==> config.mk <==
export PLATFORM = sky130hd
export DESIGN_NAME = mem_access_unit
export DESIGN_NICKNAME = d
export VERILOG_FILES = /design/src/rtl/mem_access_pkg.sv /design/src/rtl/load_align_ext.sv /design/src/rtl/mem_access_unit.sv
export SDC_FILE = /design/constraint.sdc
export NUM_CORES = 1
export LEC_CHECK = 0
export CORE_MARGIN = 5
export CORE_UTILIZATION = 50
export CTS_BUF_LIST = sky130_fd_sc_hd__clkbuf_2
export CTS_CLUSTER_DIAMETER = 80
export CTS_CLUSTER_SIZE = 28
export DETAILED_ROUTE_END_ITERATION = 10
export PLACE_DENSITY = 0.83
export SYNTH_ARGS = -nofsm -noshare
export SYNTH_HDL_FRONTEND = slang
export SYNTH_SLANG_ARGS = --single-unit
==> constraint.sdc <==
create_clock -name clk -period 7.15 [get_ports clk]
set_clock_uncertainty 0.05 [all_clocks]
set_input_delay 1.7875 -clock clk [delete_from_list [all_inputs] [get_ports clk]]
set_output_delay 1.7875 -clock clk [all_outputs]
set_load 0.02 [all_outputs]
==> src/rtl/mem_access_pkg.sv <==
// Shared encodings for the load/store sequencer: access sizes, FSM states and
// the byte-offset width helper.
package mem_access_pkg;

  localparam logic [1:0] SZ_B = 2'b00;
  localparam logic [1:0] SZ_H = 2'b01;
  localparam logic [1:0] SZ_W = 2'b10;
  localparam logic [1:0] SZ_D = 2'b11;

  typedef enum logic [1:0] {
    StIdle,
    StRd,
    StWr,
    StDone
  } state_e;

  // Number of byte-offset bits inside one memory word.
  function automatic int unsigned off_width(input int unsigned data_w);
    return $clog2(data_w / 8);
  endfunction

endpackage

==> src/rtl/load_align_ext.sv <==
// Load lane select: shifts the addressed lane down to bit 0 and sign- or
// zero-extends it to the full data width.
module load_align_ext
  import mem_access_pkg::*;
#(
  parameter int unsigned DATA_W = 32,
  parameter int unsigned OW     = off_width(DATA_W)
) (
  input  logic [DATA_W-1:0] word_i,
  input  logic [1:0]        size_i,
  input  logic              sign_ext_i,
  input  logic [OW-1:0]     off_i,
  output logic [DATA_W-1:0] result_o
);

  logic [DATA_W-1:0] shifted;
  logic [DATA_W-1:0] mask;
  logic              msb;

  assign shifted = word_i >> {off_i, 3'b000};

  always_comb begin
    mask = '1;
    msb  = shifted[DATA_W-1];
    case (size_i)
      SZ_B: begin
        mask = DATA_W'(8'hFF);
        msb  = shifted[7];
      end
      SZ_H: begin
        mask = DATA_W'(16'hFFFF);
        msb  = shifted[15];
      end
      SZ_W: begin
        mask = DATA_W'(32'hFFFF_FFFF);
        msb  = shifted[31];
      end
      default: begin
        mask = '1;
        msb  = shifted[DATA_W-1];
      end
    endcase
  end

  // Bits above the lane take the replicated MSB only when sign-extending.
  assign result_o = (shifted & mask) | ({DATA_W{sign_ext_i & msb}} & ~mask);

endmodule

==> src/rtl/mem_access_unit.sv <==
// Multicycle load/store sequencer: aligned word fetch, lane extraction,
// read-modify-write for sub-word stores and misalignment rejection.
module mem_access_unit
  import mem_access_pkg::*;
#(
  parameter int unsigned DATA_W  = 32,
  parameter int unsigned ADDR_W  = 32,
  parameter int unsigned MEM_LAT = 1
) (
  input  logic              clk,
  input  logic              reset,
  input  logic              start,
  input  logic              is_store,
  input  logic [1:0]        size,
  input  logic              sign_ext,
  input  logic [ADDR_W-1:0] addr,
  input  logic [DATA_W-1:0] wdata,
  output logic [ADDR_W-1:0] mem_addr,
  output logic              mem_wr,
  output logic [DATA_W-1:0] mem_wdata,
  input  logic [DATA_W-1:0] mem_rdata,
  output logic [DATA_W-1:0] rdata_out,
  output logic              busy,
  output logic              done,
  output logic              misalign
);

  localparam int unsigned OW      = off_width(DATA_W);
  localparam int unsigned CNT_W   = $clog2(MEM_LAT + 1);
  localparam logic [1:0]  FULL_SZ = (DATA_W == 64) ? SZ_D : SZ_W;

  state_e            state_q, state_d;
  logic [CNT_W-1:0]  cnt_q, cnt_d;
  logic              is_store_q, is_store_d;
  logic [1:0]        size_q, size_d;
  logic              sign_ext_q, sign_ext_d;
  logic [OW-1:0]     off_q, off_d;
  logic [DATA_W-1:0] wdata_q, wdata_d;
  logic [ADDR_W-1:0] mem_addr_q, mem_addr_d;
  logic              mem_wr_q, mem_wr_d;
  logic [DATA_W-1:0] mem_wdata_q, mem_wdata_d;
  logic [DATA_W-1:0] rdata_out_q, rdata_out_d;
  logic              busy_q, busy_d;
  logic              done_q, done_d;
  logic              misalign_q, misalign_d;

  logic [OW-1:0]     req_off;
  logic              req_misalign;
  logic [DATA_W-1:0] load_ext;
  logic [DATA_W-1:0] merged;
  logic [OW+2:0]     bit_off;

  assign req_off = addr[OW-1:0];

  always_comb begin
    case (size)
      SZ_B:    req_misalign = 1'b0;
      SZ_H:    req_misalign = req_off[0];
      SZ_W:    req_misalign = |req_off[1:0];
      default: req_misalign = (DATA_W != 64) || (|req_off);
    endcase
  end

  load_align_ext #(
    .DATA_W (DATA_W),
    .OW     (OW)
  ) u_load_align_ext (
    .word_i     (mem_rdata),
    .size_i     (size_q),
    .sign_ext_i (sign_ext_q),
    .off_i      (off_q),
    .result_o   (load_ext)
  );

  // Store merge: overwrite only the addressed lane of the fetched word.
  assign bit_off = {off_q, 3'b000};

  always_comb begin
    merged = mem_rdata;
    case (size_q)
      SZ_B:    merged[bit_off +: 8]  = wdata_q[7:0];
      SZ_H:    merged[bit_off +: 16] = wdata_q[15:0];
      SZ_W:    merged[bit_off +: 32] = wdata_q[31:0];
      default: merged = wdata_q;
    endcase
  end

  always_comb begin
    state_d     = state_q;
    cnt_d       = cnt_q;
    is_store_d  = is_store_q;
    size_d      = size_q;
    sign_ext_d  = sign_ext_q;
    off_d       = off_q;
    wdata_d     = wdata_q;
    mem_addr_d  = mem_addr_q;
    mem_wr_d    = 1'b0;
    mem_wdata_d = mem_wdata_q;
    rdata_out_d = rdata_out_q;
    busy_d      = busy_q;
    done_d      = 1'b0;
    misalign_d  = 1'b0;

    case (state_q)
      StIdle: begin
        if (start) begin
          busy_d = 1'b1;
          if (req_misalign) begin
            state_d    = StDone;
            done_d     = 1'b1;
            misalign_d = 1'b1;
          end else begin
            is_store_d = is_store;
            size_d     = size;
            sign_ext_d = sign_ext;
            off_d      = req_off;
            wdata_d    = wdata;
            mem_addr_d = {addr[ADDR_W-1:OW], {OW{1'b0}}};
            if (is_store && (size == FULL_SZ)) begin
              state_d     = StWr;
              mem_wr_d    = 1'b1;
              mem_wdata_d = wdata;
            end else begin
              state_d = StRd;
              cnt_d   = CNT_W'(1);
            end
          end
        end
      end
      StRd: begin
        if (cnt_q == CNT_W'(MEM_LAT)) begin
          cnt_d = '0;
          if (is_store_q) begin
            state_d     = StWr;
            mem_wr_d    = 1'b1;
            mem_wdata_d = merged;
          end else begin
            state_d     = StDone;
            done_d      = 1'b1;
            rdata_out_d = load_ext;
          end
        end else begin
          cnt_d = cnt_q + CNT_W'(1);
        end
      end
      StWr: begin
        state_d = StDone;
        done_d  = 1'b1;
      end
      default: begin
        state_d = StIdle;
        busy_d  = 1'b0;
      end
    endcase
  end

  always_ff @(posedge clk) begin
    if (reset) begin
      state_q     <= StIdle;
      cnt_q       <= '0;
      is_store_q  <= 1'b0;
      size_q      <= SZ_B;
      sign_ext_q  <= 1'b0;
      off_q       <= '0;
      wdata_q     <= '0;
      mem_addr_q  <= '0;
      mem_wr_q    <= 1'b0;
      mem_wdata_q <= '0;
      rdata_out_q <= '0;
      busy_q      <= 1'b0;
      done_q      <= 1'b0;
      misalign_q  <= 1'b0;
    end else begin
      state_q     <= state_d;
      cnt_q       <= cnt_d;
      is_store_q  <= is_store_d;
      size_q      <= size_d;
      sign_ext_q  <= sign_ext_d;
      off_q       <= off_d;
      wdata_q     <= wdata_d;
      mem_addr_q  <= mem_addr_d;
      mem_wr_q    <= mem_wr_d;
      mem_wdata_q <= mem_wdata_d;
      rdata_out_q <= rdata_out_d;
      busy_q      <= busy_d;
      done_q      <= done_d;
      misalign_q  <= misalign_d;
    end
  end

  assign mem_addr  = mem_addr_q;
  assign mem_wr    = mem_wr_q;
  assign mem_wdata = mem_wdata_q;
  assign rdata_out = rdata_out_q;
  assign busy      = busy_q;
  assign done      = done_q;
  assign misalign  = misalign_q;

endmodule

==> key figures, run 1 <==
Timing
  • Setup tns final: 0 ns
  • Fin crit share: about 64%
  • Slew headroom: between 20% and 30%
  • Fmax: between 200 and 250 MHz
  • Post-layout min period: ~4.5 ns
  • PnR worst setup slack: about 2.6 ns
  • Final setup viols: 0
  • Final Max Slew Viols: 0
  • Worst slew pin tran: approximately 1.1 ns
  • RSZ-0062 raised after global routing: no
  • Hold Vio Cnt, Final: 0

Floorplan
  • Core Footprint: between 15000 and 20000 um2
  • # rows: 47
  • Die area: between 15000 and 20000 um2
  • Top Ports: approximately 200
  • Initial Utilization: between 50% and 60%
  • Chip width: 141 um
  • Die Y: ~140 um

Global routing
  • Initial antenna violation count: 0
  • Number of global-route vias before repair: about 8800
  • First-pass GRT wire length: slightly below 50 mm
  • GRT Util Overall: between 30 and 40%
  • GRT overflow: 0
  • Largest net degree at the start of global routing: 85

Detailed routing
  • Drt drc: 0
  • Via/cell ratio: between 6 and 7
  • Routed len/inst: about 21 um
  • DR vias: roughly 9500
  • Detail Route Antenna Nets: 0
  • DRT iter0 DRCs: roughly 1100
  • Drt first pass iters: 6
  • Final WL: between 30 and 40 mm

Clocking
  • CTS tree: yes
  • Cts bufs inserted: 17
  • Worst-case clock buffer depth: 2
  • Root buf cell: clkbuf_2
  • Sink Count: ~140
  • CTS clk-pin slew, worst paths: around 0.23 ns
  • Clock Latency Late Sink: 0.74 ns
  • Post-CTS setup buffer count: 0
  • # H-tree levels: 4
  • CTS Hold Buffers Added: 0
  • CTS resizes: 0

Worst setup path
  • Critical path class: reg -> reg
  • CP arrival: between 5 and 6 ns
  • CP Data Required Time: roughly 7.7 ns
  • Crit path max fanout: 36
  • Register-to-register setup slack: 2.60 ns
  • Reg2Reg Depth: 8
  • CP startpoint kind: flip-flop
  • CP Capture Type: flip-flop

Finish
  • Area of the multi-input gates: 5200 um2
  • Final Net Count: around 1400
  • Layout cells sized above 1: approximately 6.7%
  • Core Util, Final: between 60% and 70%
  • Most common cell after layout, fill and taps aside: nand2_1
  • Diodes inserted: 0
  • Area Overhead vs Synth: 26.4%
  • Most frequent cells in the layout: nand2_1 (210), clkdlybuf4s50_1 (199), a21oi_1 (138), dfxtp_1 (138), nor2_1 (71)
  • Fillers: 1477
  • FF/Latch Area: roughly 2800 um2

Logic synthesis
  • Synth Instances: 1144
  • YS warnings: 0
  • Post-synthesis async set-or-reset flop share: 0%
  • Post-synth EDFFs: 0
  • Seq/Total Area, Yosys: about a third
  • Synth Flop Type: dfxtp_1
  • #FFs+latches synth: around 140
  • Synth Area per Inst: around 7.5 um2
  • Netlist Area Pre-Place: between 8000 and 9000 um2
  • Synth unique cells: 64

Min path
  • Hold Crit Class: reg -> reg
  • Hold path depth: 2

Pwr
  • Power, Total: roughly 3.1 mW
  • Leak: 3.64 nW
  • Power per cell area: a little under 300 nW/um2
  • Peak supply drop: approximately 0.00020 V

Outcome
  • Status: complete, no violations

Job
  • Maxcap violations: 0

Placement
  • Detail Placement HPWL: between 20 and 25 mm
  • Port Buffers: 200
  • RD Place Congestion: approximately 1
  • Place WS: about 2.7 ns
==> cell families (layout without fill, tap and decap cells) <==
kind of cell    after synthesis  after routing  synth area share [%]
simple gates                437            437                  23.8
compound gates              385            385                  30.8
flops                       139            139                  32.6
buf+inv                     135            265                  6.68
mux                          36             36                  4.45
fa+ha+maj                    11             11                  1.61
other cells                   1              2                0.0440
==> critical path: stages (launching register included) <==
cell and delay (ns):
dfxtp_1 0.78, clkinv_1 0.69, ha_1 0.77, buf_4 0.43
nand2_1 0.31, a21oi_1 0.59, a211oi_1 0.15, o311ai_0 0.47
a211oi_1 0.15
==> synthesized netlist by cell type, types with 4 or more instances <==
master | instances | area (um2)
o31ai_1 | 10 | 75.1
o21ai_0 | 60 | 300
a211oi_1 | 40 | 300
buf_1 | 6 | 22.5
mux2_2 | 5 | 56.3
o211a_1 | 7 | 70.1
and2_1 | 5 | 31.3
buf_4 | 6 | 45.0
a21o_1 | 11 | 82.6
nand3_1 | 22 | 110
dfxtp_1 | 139 | 2780
nor2_1 | 72 | 270
a22oi_1 | 4 | 30.0
a2111oi_2 | 7 | 105
o21bai_1 | 5 | 37.5
o221ai_1 | 9 | 78.8
nor3_1 | 30 | 150
a311oi_1 | 15 | 131
a32o_1 | 6 | 60.1
nand3b_1 | 4 | 30.0
a31oi_1 | 5 | 31.3
nand2b_1 | 18 | 113
and3b_1 | 10 | 87.6
a211oi_2 | 10 | 125
buf_2 | 20 | 100
nand2_1 | 210 | 788
nand4_1 | 21 | 131
a221oi_1 | 12 | 105
mux2i_1 | 30 | 300
nor2b_1 | 19 | 119
a41o_1 | 4 | 40.0
o311ai_0 | 8 | 70.1
inv_1 | 17 | 63.8
ha_1 | 11 | 138
o2111ai_1 | 5 | 43.8
and3_1 | 8 | 50.1
o211ai_1 | 14 | 105
clkbuf_1 | 81 | 304
a21oi_1 | 138 | 691
==> layer usage <==
layer / track usage (%) / share of wire, % / vias up
met5: 0 / 0 / -
met4: 13.3 / 4.7 / 0
met3: 8.91 / 12 / 116
met2: 46.7 / 44 / 647
met1: 40.4 / 40 / 4379
li1: - / - / 4375
==> cell type report <==
cell class	count	area share, %
tap	220	2.56
clock inverter	15	2.38
clock buffer	17	0.790
timing repair buffer	213	19.5
sequential	139	25.9
multi-input combinational	871	48.2
inverter	20	0.697
==> per-stage QoR <==
stage / cells / hold slack (ns) / area (um2)
6_report: 1495 / 0.418 / 10800
5_1_grt: 1495 / 0.443 / 10800
4_1_cts: 1495 / 0.420 / 10800
3_5_place_dp: 1463 / 0.396 / 10400
3_3_place_gp: 1463 / 0.390 / 10400
2_1_floorplan: 1145 / 0.394 / 8530
==> power breakdown <==
group          total, mW  internal (mW)  switching, mW
clock              0.639          0.309          0.330
sequential          1.06          0.926          0.138
combinational       1.42          0.561          0.855
total               3.12           1.80           1.32
==> sequential cells by signal, summed over array words and instances, names as in the netlist <==
signal	flops
rdata_out	32
is_store_q	1
cnt_q	1
sign_ext_q	1
misalign	1
mem_wr	1
mem_wdata	32
size_q	2
off_q	2
mem_addr	30
done	1
wdata_q	32
busy	1
state_q	2
==> worst paths after layout <==
kind / startpoint / endpoint
hold reg to reg: mem_addr[14]$_SDFFE_PP0P_ / mem_addr[14]$_SDFFE_PP0P_
setup / recovery: off_q[1]$_SDFFE_PP0P_ / mem_wdata[5]$_SDFFE_PP0P_
setup reg to reg: off_q[1]$_SDFFE_PP0P_ / mem_wdata[5]$_SDFFE_PP0P_
hold / removal: mem_addr[14]$_SDFFE_PP0P_ / mem_addr[14]$_SDFFE_PP0P_
(Power assumes the default switching activity.)
==> inputs of run 2 (changes only) <==
- clock period: 7.15 -> 4.7 ns (I/O delays scaled with it)
==> key figures, run 2 (synthesis results as in run 1) <==
Placement
  • RD Place Congestion: 1.07 (+6.6%)
  • Placed cells: 1469 (+0.41%)
  • DP Area: 10500 um2 (+0.79%)
  • Port Buffers: 200 (unchanged)
  • Place WS: 1.04 ns (-1.68 ns)
  • Detail Placement HPWL: 22.2 mm (-1.6%)

Clocking
  • Cts bufs inserted: 17 (unchanged)
  • Clock Latency Late Sink: 0.75 ns (about the same)
  • CTS Hold Buffers Added: 0 (unchanged)
  • CTS resizes: 0 (unchanged)
  • Root buf cell: clkbuf_2
  • CTS clk-pin slew, worst paths: 0.19 ns (-0.04 ns)
  • Worst-case clock buffer depth: 2 (unchanged)
  • CTS tree: yes
  • Sink Count: 139 (unchanged)
  • # H-tree levels: 4 (unchanged)
  • Post-CTS setup buffer count: 0 (unchanged)

Worst setup path
  • CP max stage delay: 0.83 ns (+0.05 ns)
  • Crit path max fanout: 22 (-39%)
  • Worst path slowest cell: ha_1
  • CP Capture Type: flip-flop
  • Crit path cell chain: clkinv_1 -> ha_1 -> buf_4 -> nand2_1 -> a21oi_1 -> a211oi_1 -> o311ai_0 -> a211oi_1
  • CP Data Required Time: 5.26 ns (-2.46 ns)
  • Crit-path leading delay family: compound AO/OA/AOI/OAI gates
  • WP buf/inv: 2 (unchanged)
  • CP arrival: 4.27 ns (-0.84 ns)
  • Worst path most repeated cell: a211oi_1
  • CP startpoint kind: flip-flop
  • Critical path class: reg -> reg

Pwr
  • Int Pwr: 2.57 mW (+43%)
  • Sw Ratio: 43.2% (+0.82 points)
  • Leak: 3.64 nW (-0.24%)
  • Switching Power: 1.96 mW (+48%)
  • Logic pwr share: 48.3% (+2.9 points)
  • Power per cell area: 421 nW/um2 (+45%)
  • Power, Total: 4.52 mW (+45%)
  • Share of power burned in registers: 35.3% (+1.2 points)
  • Peak supply drop: 0.000329 V (+68%)
  • Clock share of power: 16.4% (-4.1 points)

Timing
  • Setup tns final: 0 ns (unchanged)
  • Post-layout min period: 3.71 ns (-0.830 ns)
  • Fin crit share: 79.0% (+15 points)
  • RSZ-0062 raised after global routing: no
  • Worst slew pin tran: 1.06 ns (+0.00107 ns)
  • Min Hold Slack: 0.417 ns (-0.00152 ns)
  • Fmax: 269 MHz (+22%)
  • Hold Vio Cnt, Final: 0 (unchanged)
  • PnR worst setup slack: 0.985 ns (-1.62 ns)
  • Final Max Slew Viols: 0 (unchanged)
  • Final setup viols: 0 (unchanged)
  • Slew headroom: 28.6% (-0.072 points)

Global routing
  • Largest net degree at the start of global routing: 86 (+1.2%)
  • First-pass GRT wire length: 47.9 mm (-2.0%)
  • GRT overflow: 0 (unchanged)
  • Initial antenna violation count: 1 (+1)
  • Number of global-route vias before repair: 8886 (+1.1%)
  • GRT Util Overall: 30.0% (-0.65 points)

Job
  • Maxcap violations: 0 (unchanged)

Floorplan
  • Die Y: 141 um (unchanged)
  • Top Ports: 203 (unchanged)
  • Core Footprint: 16600 um2 (unchanged)
  • Chip width: 141 um (unchanged)
  • # rows: 47 (unchanged)
  • Initial Utilization: 51.2% (unchanged)
  • Die area: 19800 um2 (unchanged)

Min path
  • Hold Crit Class: reg -> reg

Finish
  • Core Util, Final: 64.6% (-0.11 points)
  • Area Overhead vs Synth: 26.2%
  • Final instance area: 10800 um2 (-0.16%)
  • Cell Count, Final, Fillers Out: 1501 (+0.40%)
  • Final Net Count: 1382 (+0.44%)
  • Layout cells sized above 1: 6.88% (+0.21 points)
  • Most common cell after layout, fill and taps aside: nand2_1
  • Most frequent cells in the layout: nand2_1 (210), clkdlybuf4s50_1 (199), a21oi_1 (138), dfxtp_1 (138), nor2_1 (71)

Detailed routing
  • Drt first pass iters: 6 (unchanged)
  • DRT iter0 DRCs: 1366 (+22%)
  • Final WL: 30.9 mm (-2.6%)
  • Detail Route Antenna Nets: 0 (unchanged)
  • Drt drc: 0 (unchanged)
  • DR vias: 9609 (+0.97%)
  • Via/cell ratio: 6.40 (+0.56%)
  • Routed len/inst: 20.6 um (-3.0%)

Outcome
  • Status: complete, no violations
## run 2: cell count changes in the layout (fill, tap and decap cells not counted), sizes merged
cell and change:
inv -6, buf +6, bufinv -3, diode +1, clkinvlp +2, clkinv +6
## run 2: final cells by class
| class | instances | area, um2 |
|---|---|---|
| Timing Repair Buffer | 219 | 2180 |
| Sequential cell | 139 | 2790 |
| Fill cell | 1444 | 5890 |
| Clock inverter | 14 | 154 |
| Inverter | 20 | 75.1 |
| Tap cell | 220 | 275 |
| Clock buffer | 17 | 85.1 |
| Multi-Input combinational cell | 871 | 5200 |
| Antenna cell | 1 | 2.50 |
## run 2: worst register-to-register path, stage by stage (launching register included)
cell and delay, ns:
dfxtp_4 0.38, clkinv_1 0.37, ha_1 0.83, buf_4 0.32, nand2_1 0.08, a21oi_1 0.51, a211oi_1 0.12, o311ai_0 0.78
a211oi_1 0.15
## run 2: routing by layer
layer / global-route usage (%) / routed length, um / vias to the layer above
met3: 8.67 / 3830 / 143
met4: 14.5 / 1800 / 0
met2: 46.0 / 13200 / 657
met5: 0 / 0 / -
met1: 38.7 / 12000 / 4413
li1: - / - / 4396
## run 2: final timing paths
check | startpoint | endpoint | slack [ns] | cells after the start
worst min-delay path | mem_addr[11]$_SDFFE_PP0P_ | mem_addr[11]$_SDFFE_PP0P_ | 0.42 | 2
worst max-delay path | off_q[0]$_SDFFE_PP0P_ | mem_wdata[1]$_SDFFE_PP0P_ | 0.99 | 8
worst max register to register | off_q[0]$_SDFFE_PP0P_ | mem_wdata[1]$_SDFFE_PP0P_ | 0.99 | 8
worst min register to register | mem_addr[11]$_SDFFE_PP0P_ | mem_addr[11]$_SDFFE_PP0P_ | 0.42 | 2
## run 2: power by group through the flow
stage                     logic [mW]  clock network, mW  registers (mW)
after floorplan                 1.17                  0            1.78
after global placement          2.12                  0            1.61
after detailed placement        2.15                  0            1.61
after CTS                       2.16              0.747            1.59
after global routing            2.36              0.805            1.62
final                           2.18              0.740            1.60
==> inputs of run 3 (changes only) <==
- CORE_UTILIZATION: 50 -> 47
- PLACE_DENSITY: 0.83 -> 0.82
- clock period: 4.7 -> 3.1 ns (I/O delays scaled with it)
==> key figures, run 3 (synthesis results as in run 1) <==
Finish
  • Cell Count, Final, Fillers Out: 1529 (+1.9%)
  • Most common cell after layout, fill and taps aside: nand2_1
  • Layout cells sized above 1: 8.38% (+1.5 points)
  • Fillers: 1649 (+14%)
  • Area Overhead vs Synth: 28.8%
  • Most frequent cells in the layout: nand2_1 (210), clkdlybuf4s50_1 (199), a21oi_1 (138), dfxtp_1 (138), nor2_1 (71)
  • Core Util, Final: 61.4% (-3.3 points)
  • Final instance area: 11000 um2 (+2.1%)
  • Diodes inserted: 0 (-1)
  • Final Net Count: 1402 (+1.4%)

Placement
  • DP Area: 10700 um2 (+1.8%)
  • Placed cells: 1498 (+2.0%)
  • Port Buffers: 200 (unchanged)
  • RD Place Congestion: 1.02 (-4.0%)
  • Detail Placement HPWL: 23.4 mm (+5.7%)

Pwr
  • Power per cell area: 644 nW/um2 (+53%)
  • Int Pwr: 4.06 mW (+58%)
  • Share of power burned in registers: 34.2% (-1.1 points)
  • Clock share of power: 17.6% (+1.2 points)
  • Peak supply drop: 0.000375 V (+14%)
  • Logic pwr share: 48.2% (about the same)
  • Leak: 3.75 nW (+3.1%)
  • Sw Ratio: 42.7% (-0.57 points)
  • Switching Power: 3.02 mW (+54%)

Timing
  • Worst slew pin tran: 0.685 ns (-0.378 ns)
  • Hold Vio Cnt, Final: 0 (unchanged)
  • Fin crit share: 88.1% (+9.0 points)
  • Final Max Slew Viols: 0 (unchanged)
  • Final setup viols: 0 (unchanged)
  • Post-layout min period: 2.73 ns (-0.984 ns)
  • Setup tns final: 0 ns (unchanged)
  • Slew headroom: 54.0% (+25 points)
  • RSZ-0062 raised after global routing: no
  • Fmax: 366 MHz (+36%)

Worst setup path
  • CP arrival: 3.34 ns (-0.93 ns)
  • CP startpoint kind: flip-flop
  • CP Data Required Time: 3.70 ns (-1.56 ns)
  • Register-to-register setup slack: 0.37 ns (-0.62 ns)
  • Crit path max fanout: 121 (+450%)
  • CP Capture Type: flip-flop
  • Reg2Reg Depth: 7 (-1)
  • Critical path class: reg -> reg

Clocking
  • CTS Hold Buffers Added: 0 (unchanged)
  • Sink Count: 139 (unchanged)
  • Worst-case clock buffer depth: 2 (unchanged)
  • Root buf cell: clkbuf_2
  • CTS clk-pin slew, worst paths: 0.21 ns (+0.02 ns)
  • Cts bufs inserted: 17 (unchanged)
  • # H-tree levels: 4 (unchanged)
  • Post-CTS setup buffer count: 0 (unchanged)
  • CTS tree: yes
  • Clock Latency Late Sink: 0.73 ns (-0.02 ns)
  • CTS resizes: 0 (unchanged)

Floorplan
  • Die area: 20900 um2 (+5.9%)
  • Top Ports: 203 (unchanged)
  • Core Footprint: 17900 um2 (+7.6%)
  • Chip width: 145 um (+2.9%)
  • Initial Utilization: 47.6% (-3.6 points)
  • # rows: 49 (+4.3%)
  • Die Y: 145 um (+2.9%)

Detailed routing
  • Routed len/inst: 20.9 um (+1.4%)
  • Met3 WL: 3.56 mm (-7.2%)
  • Drt drc: 0 (unchanged)
  • Detail Route Antenna Nets: 0 (unchanged)
  • DRT iter0 DRCs: 939 (-31%)
  • DR vias: 9587 (-0.23%)
  • Met2 wire len: 14.1 mm (+6.8%)
  • Final WL: 31.9 mm (+3.3%)
  • DR top layer: met4
  • WL met1: 12.4 mm (+3.6%)
  • Drt first pass iters: 5 (-1)
  • Via/cell ratio: 6.27 (-2.1%)

Global routing
  • Largest net degree at the start of global routing: 122 (+42%)
  • GRT overflow: 0 (unchanged)
  • GRT Util Overall: 29.9% (-0.13 points)
  • Initial antenna violation count: 0 (-1)
  • Number of global-route vias before repair: 9115 (+2.6%)
  • First-pass GRT wire length: 49.1 mm (+2.5%)

Job
  • Maxcap violations: 0 (unchanged)

Outcome
  • Status: complete, no violations

Min path
  • Hold Crit Class: in -> reg
  • Hold path depth: 2 (unchanged)
-- run 3: cell count changes in the layout (fill, tap and decap cells not counted) --
cell and delta:
clkinv_1 -1, clkinv_4 +4, clkinv_2 -5, buf_4 +18, buf_12 +2, bufinv_16 +1, diode_2 -1, clkinvlp_4 +1
-- run 3: final cells by class --
type	instances	area (um2)	share of cell area, %
multi-input cells	871	5200	47.3
flip-flops and latches	139	2790	25.4
repair buffers	239	2350	21.4
well taps	229	287	2.61
clock inverters	14	198	1.80
clock buffers	17	85.1	0.775
inverters	20	75.1	0.684
-- run 3: power groups by stage --
stage | sequential (mW) | clock, mW | combinational, mW
global route | 2.45 | 1.35 | 3.70
global placement | 2.44 | 0 | 3.31
floorplan | 2.70 | 0 | 1.77
CTS | 2.41 | 1.26 | 3.39
detailed placement | 2.45 | 0 | 3.38
finish | 2.42 | 1.25 | 3.41
-- run 3: final timing paths --
check / to / from
max: mem_wdata[31]$_SDFFE_PP0P_ / off_q[0]$_SDFFE_PP0P_
min: wdata_q[27]$_SDFFE_PP0P_ / reset
max reg2reg: mem_wdata[31]$_SDFFE_PP0P_ / off_q[0]$_SDFFE_PP0P_
min reg2reg: mem_addr[2]$_SDFFE_PP0P_ / mem_addr[2]$_SDFFE_PP0P_
-- run 3: per-layer routing --
metal	vias to the layer above	global-route usage, %
li1	4437	-
met2	591	46.3
met5	-	0
met4	0	16.1
met3	132	7.95
met1	4427	38.0
-- run 3: per-stage QoR --
step                      total power, mW  hold WS [ns]  worst slack (ns)
after detailed placement             5.82         0.397            0.0761
after floorplan                      4.47         0.394             0.249
final                                7.08         0.291             0.369
after global placement               5.75         0.390             0.130
after global routing                 7.50         0.244             0.172
after CTS                            7.06         0.227             0.379
-- run 3: critical path: stages (launching register included) --
cell	delay (ns)
dfxtp_4	0.41
buf_12	0.42
ha_1	0.61
o21ba_2	0.39
o221ai_1	0.21
a21oi_1	0.22
a21oi_1	0.06
a311oi_1	0.27
